===== config.mk =====
export PLATFORM = sky130hd
export DESIGN_NAME = imem_loader
export DESIGN_NICKNAME = d
export VERILOG_FILES = /design/src/rtl/imem_loader.sv
export SDC_FILE = /design/constraint.sdc
export NUM_CORES = 1
export LEC_CHECK = 0
export CAP_MARGIN = 20
export CORE_MARGIN = 10
export CORE_UTILIZATION = 47
export DETAILED_ROUTE_END_ITERATION = 6
export PLACE_DENSITY = 0.8
export SLEW_MARGIN = 20
export SYNTH_ARGS = -nofsm -noshare
export SYNTH_HDL_FRONTEND = slang
export SYNTH_SLANG_ARGS = --single-unit

===== constraint.sdc =====
create_clock -name clk -period 4.2 [get_ports clk]
set_clock_uncertainty 0.2 [all_clocks]
set_input_delay 1.05 -clock clk [delete_from_list [all_inputs] [get_ports clk]]
set_output_delay 1.05 -clock clk [all_outputs]
set_load 0.05 [all_outputs]

===== src/rtl/imem_loader.sv =====
// Byte-stream program loader: assembles little-endian 32-bit words from a
// valid/ready byte stream and writes them to instruction memory from address 0.
module imem_loader #(
  parameter int unsigned ADDR_W = 8
) (
  input  logic              clk,
  input  logic              rst_n,
  input  logic              start,
  input  logic [ADDR_W:0]   num_words,
  input  logic              abort,
  input  logic [7:0]        byte_in,
  input  logic              byte_valid,
  output logic              byte_ready,
  output logic              wr_en,
  output logic [ADDR_W-1:0] wr_addr,
  output logic [31:0]       wr_data,
  output logic              busy,
  output logic              done,
  output logic [ADDR_W:0]   word_cnt
);

  localparam int unsigned CNT_W = ADDR_W + 1;
  localparam int unsigned DEPTH = 1 << ADDR_W;

  typedef enum logic [1:0] {
    S_IDLE  = 2'd0,
    S_RECV  = 2'd1,
    S_WRITE = 2'd2,
    S_DONE  = 2'd3
  } state_e;

  state_e              state_q, state_d;
  logic [CNT_W-1:0]    len_q, len_d;
  logic [1:0]          idx_q, idx_d;
  logic [23:0]         asm_q, asm_d;
  logic [ADDR_W-1:0]   wr_addr_q, wr_addr_d;
  logic [31:0]         wr_data_q, wr_data_d;
  logic [CNT_W-1:0]    word_cnt_q, word_cnt_d;
  logic                byte_ready_q, byte_ready_d;
  logic                wr_en_q, wr_en_d;
  logic                busy_q, busy_d;
  logic                done_q, done_d;
  logic [CNT_W-1:0]    len_clamp;

  // Session length is clamped to the memory depth so the address never wraps.
  always_comb begin
    len_clamp = num_words;
    if (num_words > CNT_W'(DEPTH)) begin
      len_clamp = CNT_W'(DEPTH);
    end
  end

  always_ff @(posedge clk or negedge rst_n) begin
    if (!rst_n) begin
      state_q      <= S_IDLE;
      len_q        <= '0;
      idx_q        <= '0;
      asm_q        <= '0;
      wr_addr_q    <= '0;
      wr_data_q    <= '0;
      word_cnt_q   <= '0;
      byte_ready_q <= 1'b0;
      wr_en_q      <= 1'b0;
      busy_q       <= 1'b0;
      done_q       <= 1'b0;
    end else begin
      state_q      <= state_d;
      len_q        <= len_d;
      idx_q        <= idx_d;
      asm_q        <= asm_d;
      wr_addr_q    <= wr_addr_d;
      wr_data_q    <= wr_data_d;
      word_cnt_q   <= word_cnt_d;
      byte_ready_q <= byte_ready_d;
      wr_en_q      <= wr_en_d;
      busy_q       <= busy_d;
      done_q       <= done_d;
    end
  end

  // Next-state and datapath; abort wins over both byte transfer and write.
  always_comb begin
    state_d    = state_q;
    len_d      = len_q;
    idx_d      = idx_q;
    asm_d      = asm_q;
    wr_addr_d  = wr_addr_q;
    wr_data_d  = wr_data_q;
    word_cnt_d = word_cnt_q;

    unique case (state_q)
      S_IDLE: begin
        if (start) begin
          len_d      = len_clamp;
          word_cnt_d = '0;
          idx_d      = '0;
          asm_d      = '0;
          wr_addr_d  = '0;
          state_d    = (len_clamp == '0) ? S_DONE : S_RECV;
        end
      end
      S_RECV: begin
        if (abort) begin
          state_d = S_IDLE;
        end else if (byte_valid) begin
          idx_d = idx_q + 2'd1;
          case (idx_q)
            2'd0: asm_d[7:0]   = byte_in;
            2'd1: asm_d[15:8]  = byte_in;
            2'd2: asm_d[23:16] = byte_in;
            default: begin
              wr_data_d = {byte_in, asm_q};
              state_d   = S_WRITE;
            end
          endcase
        end
      end
      S_WRITE: begin
        if (abort) begin
          state_d = S_IDLE;
        end else begin
          word_cnt_d = word_cnt_q + CNT_W'(1);
          if (word_cnt_q + CNT_W'(1) == len_q) begin
            state_d = S_DONE;
          end else begin
            wr_addr_d = wr_addr_q + ADDR_W'(1);
            state_d   = S_RECV;
          end
        end
      end
      S_DONE: begin
        state_d = S_IDLE;
      end
      default: begin
        state_d = S_IDLE;
      end
    endcase

    // Outputs are registered copies decoded from the next state.
    byte_ready_d = (state_d == S_RECV);
    wr_en_d      = (state_d == S_WRITE);
    busy_d       = (state_d != S_IDLE);
    done_d       = (state_d == S_DONE);
  end

  assign byte_ready = byte_ready_q;
  assign wr_en      = wr_en_q;
  assign wr_addr    = wr_addr_q;
  assign wr_data    = wr_data_q;
  assign busy       = busy_q;
  assign done       = done_q;
  assign word_cnt   = word_cnt_q;

endmodule


# [Word-level counts from Yosys, hierarchy flattened]
# Index checks and enable logic that the tools add are counted.
[totals] wordCells=78 latch_bits=0 memories=0 ramBits=0 in_bits=22 register_bits=90 mem_bits_ro=0 output_inout_bits=53
[classes] addsub=3 mux=27 bitwise_logic=2 div=0 mul=0 eq_ne=17 shift=0 magnitude_cmp=1 n_reduce_logical=15
[op_table] operator="$mux W24" count=3
[op_table] operator="$mux W8" count=6
[op_table] operator="$pmux W24 S2" count=1
[op_table] operator="$mux W9" count=3
[op_table] operator="$mux W2" count=10
[op_table] operator="$pmux W9 S2" count=1
[op_table] operator="$pmux W8 S2" count=1
[op_table] operator="$reduce_and A5 Y1" count=3
[op_table] operator="$ne A2 B2 Y1 const B" count=6
[op_table] operator="$reduce_and A4 Y1" count=3
[op_table] operator="$eq A2 B2 Y1 const B" count=5
[op_table] operator="$add A9 B1 Y9 const B" count=1
[op_table] operator="$eq A9 B9 Y1" count=1
[op_table] operator="$gt A9 B9 Y1 const B" count=1
[op_table] operator="$logic_not A9 Y1" count=1
[op_table] operator="$add A8 B1 Y8 const B" count=1
[op_table] operator="$pmux W2 S4" count=1
[op_table] operator="$eq A2 B1 Y1 const B" count=3
[op_table] operator="$reduce_bool A2 Y1" count=3
[op_table] operator="$logic_not A2 Y1" count=2
[op_table] operator="$ne A2 B1 Y1 const B" count=2
[op_table] operator="$pmux W2 S2" count=1
[op_table] operator="$reduce_and A3 Y1" count=1
[op_table] operator="$reduce_or A3 Y1" count=1
[op_table] operator="3 further kinds" count=4

# [Depth between registers and ports, before layout]
[logic_depth] ltp_word=7 mapped_depth=9 mapped_depth_nobuf=7

# [Worst setup path after synthesis]
# OpenSTA, ideal clock, no wires.
[synth_path] kind="reg2reg" start="register word_cnt_q[0], in the netlist word_cnt[0]" end="register wr_addr_q[6], in the netlist wr_addr[6]" path_buffers=1 period_less_slack_ps=2689 stages_incl_launch_ff=9 arrival_time_ps=2368 setup_time_ps=121 required_time_ps=3879 setup_slack_ps=1511 path_cell_list="dfrtp_1 ha_1 and3_1 buf_2 a221oi_1 nor3_2 o31ai_4 a311o_1 a22o_1"
[synth_between] elab_chain_len=4
[synth_rtl] element="start, declared" line="38" rtl="logic [CNT_W-1:0] word_cnt_q, word_cnt_d;"
[synth_rtl] element="start signal, assigned" line="73" rtl="word_cnt_q <= word_cnt_d;"
[synth_rtl] element="$add A9 B1 Y9" line="123" rtl="if (word_cnt_q + CNT_W'(1) == len_q) begin"
[synth_rtl] element="$eq A9 B9 Y1" line="123"
[synth_rtl] element="$ne A2 B2 Y1 (no source line)"
[synth_rtl] element="$reduce_and A4 Y1 (no source line)"
[synth_rtl] element="end signal, assigned" line="71" rtl="wr_addr_q <= wr_addr_d;"
[synth_rtl] element="end, declared" line="36" rtl="logic [ADDR_W-1:0] wr_addr_q, wr_addr_d;"
# Every way passes these cells.
# A chain may end at the register's enable or synchronous reset.

# [Final worst setup path]
[layout_path] start="input start" end="register byte_ready_q, in the netlist byte_ready"
[layout_between] elab_chain_len=3
[layout_rtl] element="start, declared" line="8" rtl="input logic start,"
[layout_rtl] element="$mux W2" line="93" rtl="if (start) begin"
[layout_rtl] element="$pmux W2 S4" line="91" rtl="unique case (state_q)"
[layout_rtl] element="$eq A2 B1 Y1" line="140" rtl="byte_ready_d = (state_d == S_RECV);"
[layout_rtl] element="via byte_ready_d" line="39" rtl="logic byte_ready_q, byte_ready_d;"
[layout_rtl] element="end signal, assigned" line="74" rtl="byte_ready_q <= byte_ready_d;"
[layout_rtl] element="end, declared" line="39"
# The timed path passes the listed nets, and every way through them passes these cells.

==> flow_metrics.tcl <==
set metrics [dict create \
    status "complete, no violations" \
    n_antenna_cell 0 \
    slew_viol_final 0 \
    hold_path_end "asm_q[23]" \
    grt_pass1_wl_um 16000 \
    ctsRootBufferMaster "clkbuf_8" \
    irDropWorstVdd_mv 0.305 \
    cts_sinks 90 \
    synth_xor_area_share_pct 2.15 \
    crit_path_start_kind "input port" \
    hp-class "flip-flop to flip-flop" \
    cts_buffers 9 \
    rsz0062_at_grt "false" \
    finish.utilization_pct 61.0 \
    portBuffers 74 \
    dieArea_um2 12800 \
    slew_headroom_pct 45.0 \
    grt_max_degree 91 \
    dpl_worst_slack_ns 0.775 \
    num_io_pins 75 \
    antenna_found_initial 0 \
    worst_slew_pin_slew_ns 0.825 \
    max-cap-violations 0 \
    drt_pre_antenna_iters 4 \
    wl_um 9460 \
    synth_flop_cell "dfrtp_1" \
    rows 33 \
    synth_seq_area_share_pct 55.2 \
    hp-start "asm_q[23]" \
    drt_first_iter_violations 105 \
    synth_top_family_by_area "simple AND/OR/NAND/NOR gates" \
    area_growth_pct 24.8 \
    reg2reg_depth 5 \
    avgSynthCellArea_um2 10.8 \
    die_w_um 113 \
    cts.path.max_buffers 2 \
    crit_fanout 23 \
    drtAntennaViolNets 0 \
    holdPathStages 2 \
    yosysWarnings 0 \
    setup_viol 0 \
    fin_ws_ns 1.12 \
    drive_gt1_share_pct 14.1 \
    mostFrequentLayoutCells "dfrtp_1, clkdlybuf4s50_1, nand2_1" \
    cts_resized 0 \
    power_density_nw_per_um2 434 \
    fin_crit_ns 3.08 \
    nNetsFinal 476 \
    synthCells 377 \
    core_um2 8340 \
    clk_pin_slew_worst_paths_ns 0.09 \
    wl_per_cell_um 17.0 \
    synth-simple-area-share_pct 14.8 \
    p_leak_nw 2.33 \
    final_common_cell "dfrtp_1" \
    fp.dieH_um 113 \
    synthMuxAreaShare_pct 10.0 \
    clkLatencyLatePin_ns 0.36 \
    yosysUniqueCellTypes 46 \
    floorplan.initialDensity_pct 48.9 \
    clock.fmax_ghz 0.324 \
    vias_per_cell 5.44 \
    finalHoldViolations 0 \
    cts_setup_buffers 0 \
    synth_compound_area_share_pct 13.0 \
    cts_max_level 3 \
    end_kind "flip-flop" \
    reg2reg_from "state_q[1]" \
    drc 0 \
    gp_congestion 0.824 \
    fin_tns_setup_ns 0 \
    crit_required_ns 4.26 \
    synth-edff-count 0 \
    hold_buffers 0 \
    syn_area_um2 4080 \
    overflow 0 \
    async_flop_share_pct 100 \
    cts_tree "yes" \
    vias 3037 \
    critical_path_class "input port to flip-flop" \
    critPathArrivalTime_ns 3.15 \
    grt_util_all_layers_pct 15.2 \
    dp_hpwl_um 6770 \
    synth_nets 405 \
    synth_seq_cells 90 \
    grt_pass1_vias 3198 \
    synth_fa_ha_area_share_pct 1.84 \
    ff2ff_setup_slack_ns 1.55 \
    reg2reg_to "wr_addr[6]" \
    fin_crit_sh_pct 73.5 \
]
[sequential cells by signal (all words and copies together) (netlist names)]
signal,flops
busy,1
asm_q,24
state_q,2
byte_ready,1
word_cnt,9
wr_data,32
wr_en,1
done,1
wr_addr,8
len_q,9
idx_q,2
[cell families (layout without fill, tap and decap cells)]
group | count (synthesis) | count (layout)
compound gates | 79 | 79
xor+xnor | 10 | 10
fa+ha+maj | 6 | 6
buf+inv | 31 | 107
flops | 90 | 90
mux | 36 | 36
simple gates | 125 | 125
[where the power goes]
| part | switching, mW | internal, mW |
|---|---|---|
| clock | 0.323 | 0.237 |
| sequential | 0.0784 | 1.00 |
| combinational | 0.362 | 0.207 |
[critical path, cell delays in order]
cell and delay (ns):
clkdlybuf4s50_1 0.49, or3b_1 0.35, buf_4 0.21, or4_1 0.41, o41ai_1 0.30, a31oi_1 0.14, and2_1 0.19
[final cells by class]
cell class | count | area (µm²)
Clock buffer | 10 | 138
Tap cell | 105 | 131
Sequential cell | 90 | 2250
Multi-Input combinational cell | 256 | 1710
Timing Repair Buffer | 77 | 764
Inverter | 14 | 52.6
Fill cell | 707 | 3250
Clock inverter | 6 | 47.5
[through the flow]
step	power (mW)	cell area, µm²	hold slack, ns	std cells
global route	2.33	5090	0.300	558
detailed placement	1.68	4900	0.270	542
floorplan	1.45	4080	0.246	377
global placement	1.65	4900	0.257	542
CTS	2.24	5090	0.291	558
finish	2.21	5090	0.285	558
[cell usage after synthesis, types with 2 or more instances]
library cell,count,share of area (%)
a21oi_1,4,0.49
a22o_1,3,0.64
a311oi_1,5,1.1
a31oi_1,4,0.61
a31oi_4,2,1.0
and2_1,5,0.77
and3_1,7,1.1
buf_2,4,0.49
clkbuf_1,13,1.2
dfrtp_1,90,55
ha_1,6,1.8
inv_1,14,1.3
mux2_2,34,9.4
nand2_1,59,5.4
nand2b_1,10,1.5
nand3_1,6,0.74
nor2_1,19,1.7
nor2b_1,3,0.46
nor4_1,2,0.31
o21ai_0,45,5.5
o2bb2ai_1,5,1.1
o31ai_1,3,0.55
or3b_1,2,0.43
or4_1,2,0.37
xnor2_1,4,0.86
xor2_1,6,1.3
[per-layer routing]
layer  up-vias  global-route usage, %  part of all wire (%)
li1       1446                      -                     -
met1      1492                   17.6                    42
met2        89                   24.7                    48
met3        10                   7.61                   9.3
met4         0                   3.21                  0.87
met5         -                      0                     0
[how the worst max path moves through the flow]
stage                      from          to  cells after the start
floorplan           word_cnt[0]  wr_addr[6]                      8
global placement          start  byte_ready                      7
detailed placement        start  byte_ready                      7
CTS                       start  byte_ready                      7
global route              start  byte_ready                      7
finish                    start  byte_ready                      7
Note: power is estimated with default switching activity, not from simulation.
